File: src/rtl/port_multi_pkg.sv
// rtl/port_multi_pkg.sv - shared register map constants for the multi-channel GPIO port
//
// Purpose: register offsets, channel address stride and register index type
//          used by port_multi and port_multi_ch.
// Ports:   none (package).
package port_multi_pkg;

  typedef logic [2:0] reg_idx_t;

  // Register index = byte offset / 4 within one channel window
  localparam reg_idx_t REG_PDR  = 3'd0;
  localparam reg_idx_t REG_PDD  = 3'd1;
  localparam reg_idx_t REG_PSET = 3'd2;
  localparam reg_idx_t REG_PCLR = 3'd3;
  localparam reg_idx_t REG_PTGL = 3'd4;
  localparam reg_idx_t REG_IRE  = 3'd5;
  localparam reg_idx_t REG_IFE  = 3'd6;
  localparam reg_idx_t REG_IFLG = 3'd7;

  localparam logic [31:0] CH_STRIDE = 32'h20;
  localparam int          CH_LSB    = $clog2(CH_STRIDE);

endpackage

File: src/rtl/port_multi_ch.sv
// rtl/port_multi_ch.sv - one GPIO channel: registers, input sync, edge flags, IRQ
//
// Purpose: holds PDR/PDD/IRE/IFE/IFLG for one channel, applies set/clear/toggle
//          aliases, synchronises the pad inputs and captures edges into sticky flags.
//          Optional per-pin debounce filter when PORT_DEBOUNCE_EN is defined.
// Ports:   i_clk, i_rst       clock, async active-high reset
//          i_wr_en/i_wr_reg   write strobe and register index, i_wdata write data
//          i_rd_reg           register index for o_rdata (combinational)
//          i_gpio             asynchronous pad inputs
//          o_gpio_o/o_gpio_oe pad output value / enable, o_irq channel interrupt
module port_multi_ch
  import port_multi_pkg::*;
#(
  parameter int WIDTH   = 32,
  parameter int DEB_LEN = 4
) (
  input  logic             i_clk,
  input  logic             i_rst,
  input  logic             i_wr_en,
  input  reg_idx_t         i_wr_reg,
  input  logic [WIDTH-1:0] i_wdata,
  input  reg_idx_t         i_rd_reg,
  input  logic [WIDTH-1:0] i_gpio,
  output logic [WIDTH-1:0] o_rdata,
  output logic [WIDTH-1:0] o_gpio_o,
  output logic [WIDTH-1:0] o_gpio_oe,
  output logic             o_irq
);

  if (WIDTH < 1 || WIDTH > 32) begin : g_bad_width
    $error("port_multi_ch: WIDTH must be 1..32");
  end
  if (DEB_LEN < 2 || DEB_LEN > 15) begin : g_bad_deb
    $error("port_multi_ch: DEB_LEN must be 2..15");
  end

  logic [WIDTH-1:0] r_pdr, r_pdd, r_ire, r_ife, r_iflg;
  logic [WIDTH-1:0] r_sync1, r_sync2, r_prev;
  logic [WIDTH-1:0] w_in, w_rise, w_fall, w_set, w_clr;

`ifdef PORT_DEBOUNCE_EN
  localparam logic [3:0] DEB_MAX = 4'(DEB_LEN - 1);
  logic [WIDTH-1:0] r_filt;
  logic [3:0]       r_cnt [WIDTH];

  // Filtered value follows sync2 only after it has differed for DEB_LEN cycles in a row
  always_ff @(posedge i_clk or posedge i_rst) begin
    if (i_rst) begin
      r_filt <= '0;
      for (int b = 0; b < WIDTH; b++) r_cnt[b] <= '0;
    end else begin
      for (int b = 0; b < WIDTH; b++) begin
        if (r_sync2[b] == r_filt[b]) begin
          r_cnt[b] <= '0;
        end else if (r_cnt[b] == DEB_MAX) begin
          r_filt[b] <= r_sync2[b];
          r_cnt[b]  <= '0;
        end else begin
          r_cnt[b] <= r_cnt[b] + 4'd1;
        end
      end
    end
  end
  assign w_in = r_filt;
`else
  assign w_in = r_sync2;
`endif

  assign w_rise = w_in & ~r_prev;
  assign w_fall = ~w_in & r_prev;
  assign w_set  = (w_rise & r_ire) | (w_fall & r_ife);
  assign w_clr  = (i_wr_en && i_wr_reg == REG_IFLG) ? i_wdata : '0;

  always_ff @(posedge i_clk or posedge i_rst) begin
    if (i_rst) begin
      r_pdr   <= '0;
      r_pdd   <= '0;
      r_ire   <= '0;
      r_ife   <= '0;
      r_iflg  <= '0;
      r_sync1 <= '0;
      r_sync2 <= '0;
      r_prev  <= '0;
    end else begin
      r_sync1 <= i_gpio;
      r_sync2 <= r_sync1;
      r_prev  <= w_in;
      // A new edge overrides a same-cycle write-1-clear
      r_iflg  <= (r_iflg & ~w_clr) | w_set;
      if (i_wr_en) begin
        case (i_wr_reg)
          REG_PDR:  r_pdr <= i_wdata;
          REG_PDD:  r_pdd <= i_wdata;
          REG_PSET: r_pdr <= r_pdr | i_wdata;
          REG_PCLR: r_pdr <= r_pdr & ~i_wdata;
          REG_PTGL: r_pdr <= r_pdr ^ i_wdata;
          REG_IRE:  r_ire <= i_wdata;
          REG_IFE:  r_ife <= i_wdata;
          default:  ;
        endcase
      end
    end
  end

  always_comb begin
    o_rdata = '0;
    case (i_rd_reg)
      REG_PDR:  o_rdata = (r_pdd & r_pdr) | (~r_pdd & w_in);
      REG_PDD:  o_rdata = r_pdd;
      REG_IRE:  o_rdata = r_ire;
      REG_IFE:  o_rdata = r_ife;
      REG_IFLG: o_rdata = r_iflg;
      default:  o_rdata = '0;
    endcase
  end

  assign o_gpio_o  = r_pdr;
  assign o_gpio_oe = r_pdd;
  assign o_irq     = |(r_iflg & (r_ire | r_ife));

endmodule

File: src/rtl/port_multi.sv
// rtl/port_multi.sv - AHB-Lite slave with NCH GPIO channels of WIDTH pins
//
// Purpose: captures the AHB address phase, performs zero-wait writes at the end of
//          the data phase and muxes read data from the addressed channel.
//          Optional debounce filter: define PORT_DEBOUNCE_EN.
// Ports:   CLK, RES                 clock, async active-high reset
//          S_H*                     AHB-Lite slave (HREADYOUT tied 1, HRESP tied 0)
//          GPIO_I/GPIO_O/GPIO_OE    pad input, output value, output enable (NCH*WIDTH)
//          IRQ                      one interrupt per channel
module port_multi
  import port_multi_pkg::*;
#(
  parameter int NCH     = 3,
  parameter int WIDTH   = 32,
  parameter int DEB_LEN = 4
) (
  input  logic                 CLK,
  input  logic                 RES,
  input  logic                 S_HSEL,
  input  logic [1:0]           S_HTRANS,
  input  logic                 S_HWRITE,
  input  logic                 S_HMASTLOCK,
  input  logic [2:0]           S_HSIZE,
  input  logic [2:0]           S_HBURST,
  input  logic [3:0]           S_HPROT,
  input  logic [31:0]          S_HADDR,
  input  logic [31:0]          S_HWDATA,
  input  logic                 S_HREADY,
  output logic                 S_HREADYOUT,
  output logic [31:0]          S_HRDATA,
  output logic                 S_HRESP,
  input  logic [NCH*WIDTH-1:0] GPIO_I,
  output logic [NCH*WIDTH-1:0] GPIO_O,
  output logic [NCH*WIDTH-1:0] GPIO_OE,
  output logic [NCH-1:0]       IRQ
);

  if (NCH < 1 || NCH > 8) begin : g_bad_nch
    $error("port_multi: NCH must be 1..8");
  end

  logic       r_dp_valid, r_dp_write;
  logic [2:0] r_dp_ch;
  reg_idx_t   r_dp_reg;
  logic       w_wr_go;
  logic [WIDTH-1:0] w_ch_rdata [NCH];

  // Size, burst, protection and lock carry no meaning for this register file
  logic w_unused;
  assign w_unused = &{1'b0, S_HMASTLOCK, S_HSIZE, S_HBURST, S_HPROT,
                      S_HADDR[31:8], S_HADDR[1:0], S_HTRANS[0], S_HWDATA};

  always_ff @(posedge CLK or posedge RES) begin
    if (RES) begin
      r_dp_valid <= 1'b0;
      r_dp_write <= 1'b0;
      r_dp_ch    <= '0;
      r_dp_reg   <= '0;
    end else if (S_HREADY) begin
      r_dp_valid <= S_HSEL & S_HTRANS[1];
      r_dp_write <= S_HWRITE;
      r_dp_ch    <= S_HADDR[CH_LSB +: 3];
      r_dp_reg   <= S_HADDR[2 +: 3];
    end
  end

  assign w_wr_go = r_dp_valid & r_dp_write & S_HREADY;

  for (genvar i = 0; i < NCH; i++) begin : g_ch
    port_multi_ch #(.WIDTH(WIDTH), .DEB_LEN(DEB_LEN)) u_ch (
      .i_clk    (CLK),
      .i_rst    (RES),
      .i_wr_en  (w_wr_go && (r_dp_ch == 3'(i))),
      .i_wr_reg (r_dp_reg),
      .i_wdata  (S_HWDATA[WIDTH-1:0]),
      .i_rd_reg (r_dp_reg),
      .i_gpio   (GPIO_I[i*WIDTH +: WIDTH]),
      .o_rdata  (w_ch_rdata[i]),
      .o_gpio_o (GPIO_O[i*WIDTH +: WIDTH]),
      .o_gpio_oe(GPIO_OE[i*WIDTH +: WIDTH]),
      .o_irq    (IRQ[i])
    );
  end

  // Unmatched channel numbers fall through to zero
  always_comb begin
    S_HRDATA = '0;
    if (r_dp_valid && !r_dp_write) begin
      for (int i = 0; i < NCH; i++) begin
        if (r_dp_ch == 3'(i)) S_HRDATA[WIDTH-1:0] = w_ch_rdata[i];
      end
    end
  end

  assign S_HREADYOUT = 1'b1;
  assign S_HRESP     = 1'b0;

endmodule

File: config.mk
export PLATFORM = sky130hd
export DESIGN_NAME = port_multi
export DESIGN_NICKNAME = d
export VERILOG_FILES = /design/src/rtl/port_multi_pkg.sv /design/src/rtl/port_multi_ch.sv /design/src/rtl/port_multi.sv
export SDC_FILE = /design/constraint.sdc
export NUM_CORES = 2
export LEC_CHECK = 0
export ABC_AREA = 1
export CORE_ASPECT_RATIO = 0.9
export CORE_UTILIZATION = 51
export CTS_CLUSTER_SIZE = 16
export DETAILED_ROUTE_END_ITERATION = 12
export PLACE_DENSITY = 0.82
export SYNTH_ARGS = -nofsm -noshare
export SYNTH_HDL_FRONTEND = slang
export SYNTH_SLANG_ARGS = --single-unit
File: constraint.sdc
create_clock -name CLK -period 27.9 [get_ports CLK]
set_input_delay 6.975 -clock CLK [delete_from_list [all_inputs] [get_ports CLK]]
set_output_delay 6.975 -clock CLK [all_outputs]
set_load 0.02 [all_outputs]
==> out/metrics.yaml <==
die_h_um: 256
postCtsHoldBufs: 0
postCtsSetupRepairBufs: 0
die_area_mm2: 0.0728
nNetsFinal: 4884
ys.flop_type: "dfrtp_1"
cts_root_buffer: "clkbuf_16"
ant_nets: 0
placed_cells: 5371
power_mw: 2.97
synthArstFlopShare_pct: 100
portBuffers: 366
core_area_mm2: 0.0704
nFillCells: 5757
clock_skew_ns: 0.0270
setup_tns_ns: 0
holdPathStages: 0
max_freq_mhz: 84.6
area_delta_synth_final_pct: 19.3
drc: 0
crit_path_start_kind: "flip-flop"
start_util_pct: 51.9
p_seq_share_pct: 44.3
grt_pass1_vias: 31473
h-tree-depth: 3
slew_violations: 0
ys_types: 35
fin_crit_ns: 11.82
synth_cells: 4249
hold_violations: 0
rows: 92
clk_pin_slew_worst_paths_ns: 0.06
rrSetupSlack_ns: 23.59
cts_resized: 0
grt_max_degree: 173
setup_viol: 0
synth.avg_cell_area_um2: 8.61
final.period_utilization_pct: 42.3
routed_wl_mm: 120
leakagePower_nw: 19.6
io_pins: 407
yosys_warnings: 0
numCtsBuffers: 81
r2r_cells: 5
ys_seq_area_share_pct: 53.1
viasPerCell: 5.83
cap_viol_max_count: 0
clkSinkCount: 776
drt-initial-drc-count: 3635
syn_nets: 4619
syn-cell-area_mm2: 0.0366
cts_max_path_buffers: 3
p_switching_uw: 917
wl_per_cell_um: 21.7
p_sw_share_pct: 30.9
end_kind: "output port"
clock_latency_ns: 0.66
seqCellArea_mm2: 0.0194
worst_pin_slew_ns: 1.22
rsz0062_at_grt: "no"
status: "finished, final reports clean"
critPathMaxFanout: 56
grt_remaining_overflow: 0
synth-edff-count: 0
p_per_area_mw_per_mm2: 68.0
dp_hpwl_mm: 78.3
critPathKind: "reg2out"
cp.required_ns: 20.92
multi_input_area_mm2: 0.0148
vias: 32160
hp-class: "reg2reg"
detail_route.first_pass.iterations: 8
fin_cells: 5515
p_comb_share_pct: 18.1
cts_tree: "built"
die_w_um: 284
grt_pass1_wl_mm: 183
ys_ff_latch: 776
cp.arrival_ns: 4.84
antenna_found_initial: 3
gp_congestion: 0.918
ir_drop_v: 0.0000519
drive_above_1_share_pct: 4.18
power.internal_mw: 2.05
slew_headroom_pct: 18.5
grt_usage_pct: 32.9
p_clk_share_pct: 37.6
-- Yosys cell counts, types with 2 or more instances --
master        n  share of area, %
inv_2         2             0.021
buf_2        45              0.62
conb_1        2             0.021
nand3_1     146               2.0
o311ai_0     41              0.98
o2111ai_1     3             0.072
nor3b_1       2             0.041
a31oi_1       7              0.12
nor3_2        2             0.055
clkbuf_1    156               1.6
buf_1        10              0.10
buf_4         7              0.14
a22oi_1      58               1.2
o21ai_1       3             0.041
inv_1       418               4.3
o22ai_1      10              0.17
o211ai_1     69               1.4
nor3_1        8              0.11
clkbuf_2      2             0.027
nor2_1      311               3.2
nand4_1      58              0.99
a21oi_1     157               2.1
o21a_1        3             0.062
nor2_2        4             0.068
o221ai_1     17              0.41
dfrtp_1     776                53
and3_1        2             0.034
o21ai_0     722               9.9
o311ai_1      8              0.19
nand2_1    1004                10
ha_1        192               6.6
-- cells in the final DEF, fill, tap and decap left out, drive strengths merged, types with 3 or more instances in the layout --
| master | instances |
|---|---|
| o311ai | 49 |
| o21a | 3 |
| dfrtp | 776 |
| o21ai | 725 |
| a31oi | 7 |
| o221ai | 17 |
| buf | 36 |
| clkinvlp | 4 |
| clkdlybuf4s50 | 366 |
| bufinv | 7 |
| clkbuf | 110 |
| o211ai | 69 |
| inv | 424 |
| clkinv | 17 |
| o22ai | 10 |
| nor2 | 315 |
| o2111ai | 3 |
| nand3 | 147 |
| ha | 192 |
| nor3 | 10 |
| nand4 | 58 |
| a22oi | 58 |
| a21oi | 157 |
| nand2 | 1004 |
| diode | 3 |
-- cell type report --
class / instances / share of cell area, %
diodes: 3 / 0.0172
clock inverters: 31 / 1.01
inverters: 421 / 3.63
repair buffers: 402 / 9.07
multi-input cells: 2832 / 33.9
clock buffers: 110 / 5.26
well taps: 940 / 2.69
flip-flops and latches: 776 / 44.5
-- metrics by stage --
stage	worst slack [ns]	utilization, %	instance area [µm²]	hold slack (ns)
2_1_floorplan	10.28	-	36600	0.331
3_3_place_gp	16.10	58.1	40900	0.332
3_5_place_dp	16.05	58.1	40900	0.335
4_1_cts	16.09	62.0	43700	0.336
5_1_grt	15.96	62.0	43700	0.345
6_report	16.08	62.0	43700	0.336
-- layer usage --
metal | GRT usage (%) | wire (µm)
met5 | 0 | 15
met4 | 20.9 | 8360
met3 | 8.12 | 12500
met2 | 52.0 | 55300
met1 | 40.3 | 43400
-- worst max-delay path, cell delays in order (launching register included) --
cell and delay, ns:
dfrtp_1 0.85, nand2_1 0.31, nor2_4 0.71, buf_4 0.83, nand2_1 0.11, nand2_1 0.10, nor2_1 0.04, nand2_1 0.05
nand2_1 0.05, nand2_1 0.18, nand2_1 0.13, a21oi_1 0.14, clkdlybuf4s50_1 0.66
-- worst paths after layout --
| path | to | from |
|---|---|---|
| setup / recovery | S_HRDATA[5] | r_dp_reg[2] |
| hold / removal | g_ch[0].u_ch.r_sync2[20] | g_ch[0].u_ch.r_sync1[20] |
| hold reg to reg | g_ch[0].u_ch.r_sync2[20] | g_ch[0].u_ch.r_sync1[20] |
| setup reg to reg | g_ch[2].u_ch.r_ife[15] | r_dp_reg[2] |
| min in group asynchronous | g_ch[0].u_ch.r_sync1[30] | RES |
| max in group asynchronous | g_ch[2].u_ch.r_prev[26] | RES |
-- power by group through the flow --
| stage | clock (mW) | combinational [mW] | sequential, mW |
|---|---|---|---|
| finish | 1.12 | 0.537 | 1.32 |
| global route | 1.17 | 0.585 | 1.32 |
| CTS | 1.13 | 0.531 | 1.31 |
| detailed placement | 0 | 0.526 | 1.33 |
| global placement | 0 | 0.507 | 1.33 |
| floorplan | 0 | 0.240 | 1.34 |
-- kinds of logic after synthesis --
logic type / count (synthesis) / share of synthesized area, %
AND/OR/NAND/NOR: 1539 / 16.8
AO/OA/AOI/OAI: 1098 / 16.7
flip-flops: 776 / 53.1
buffers and inverters: 641 / 6.81
adder cells (fa/ha/maj): 192 / 6.57
other: 2 / 0.0205
multiplexers: 1 / 0.0308
Power figures use the tool's default switching activity.
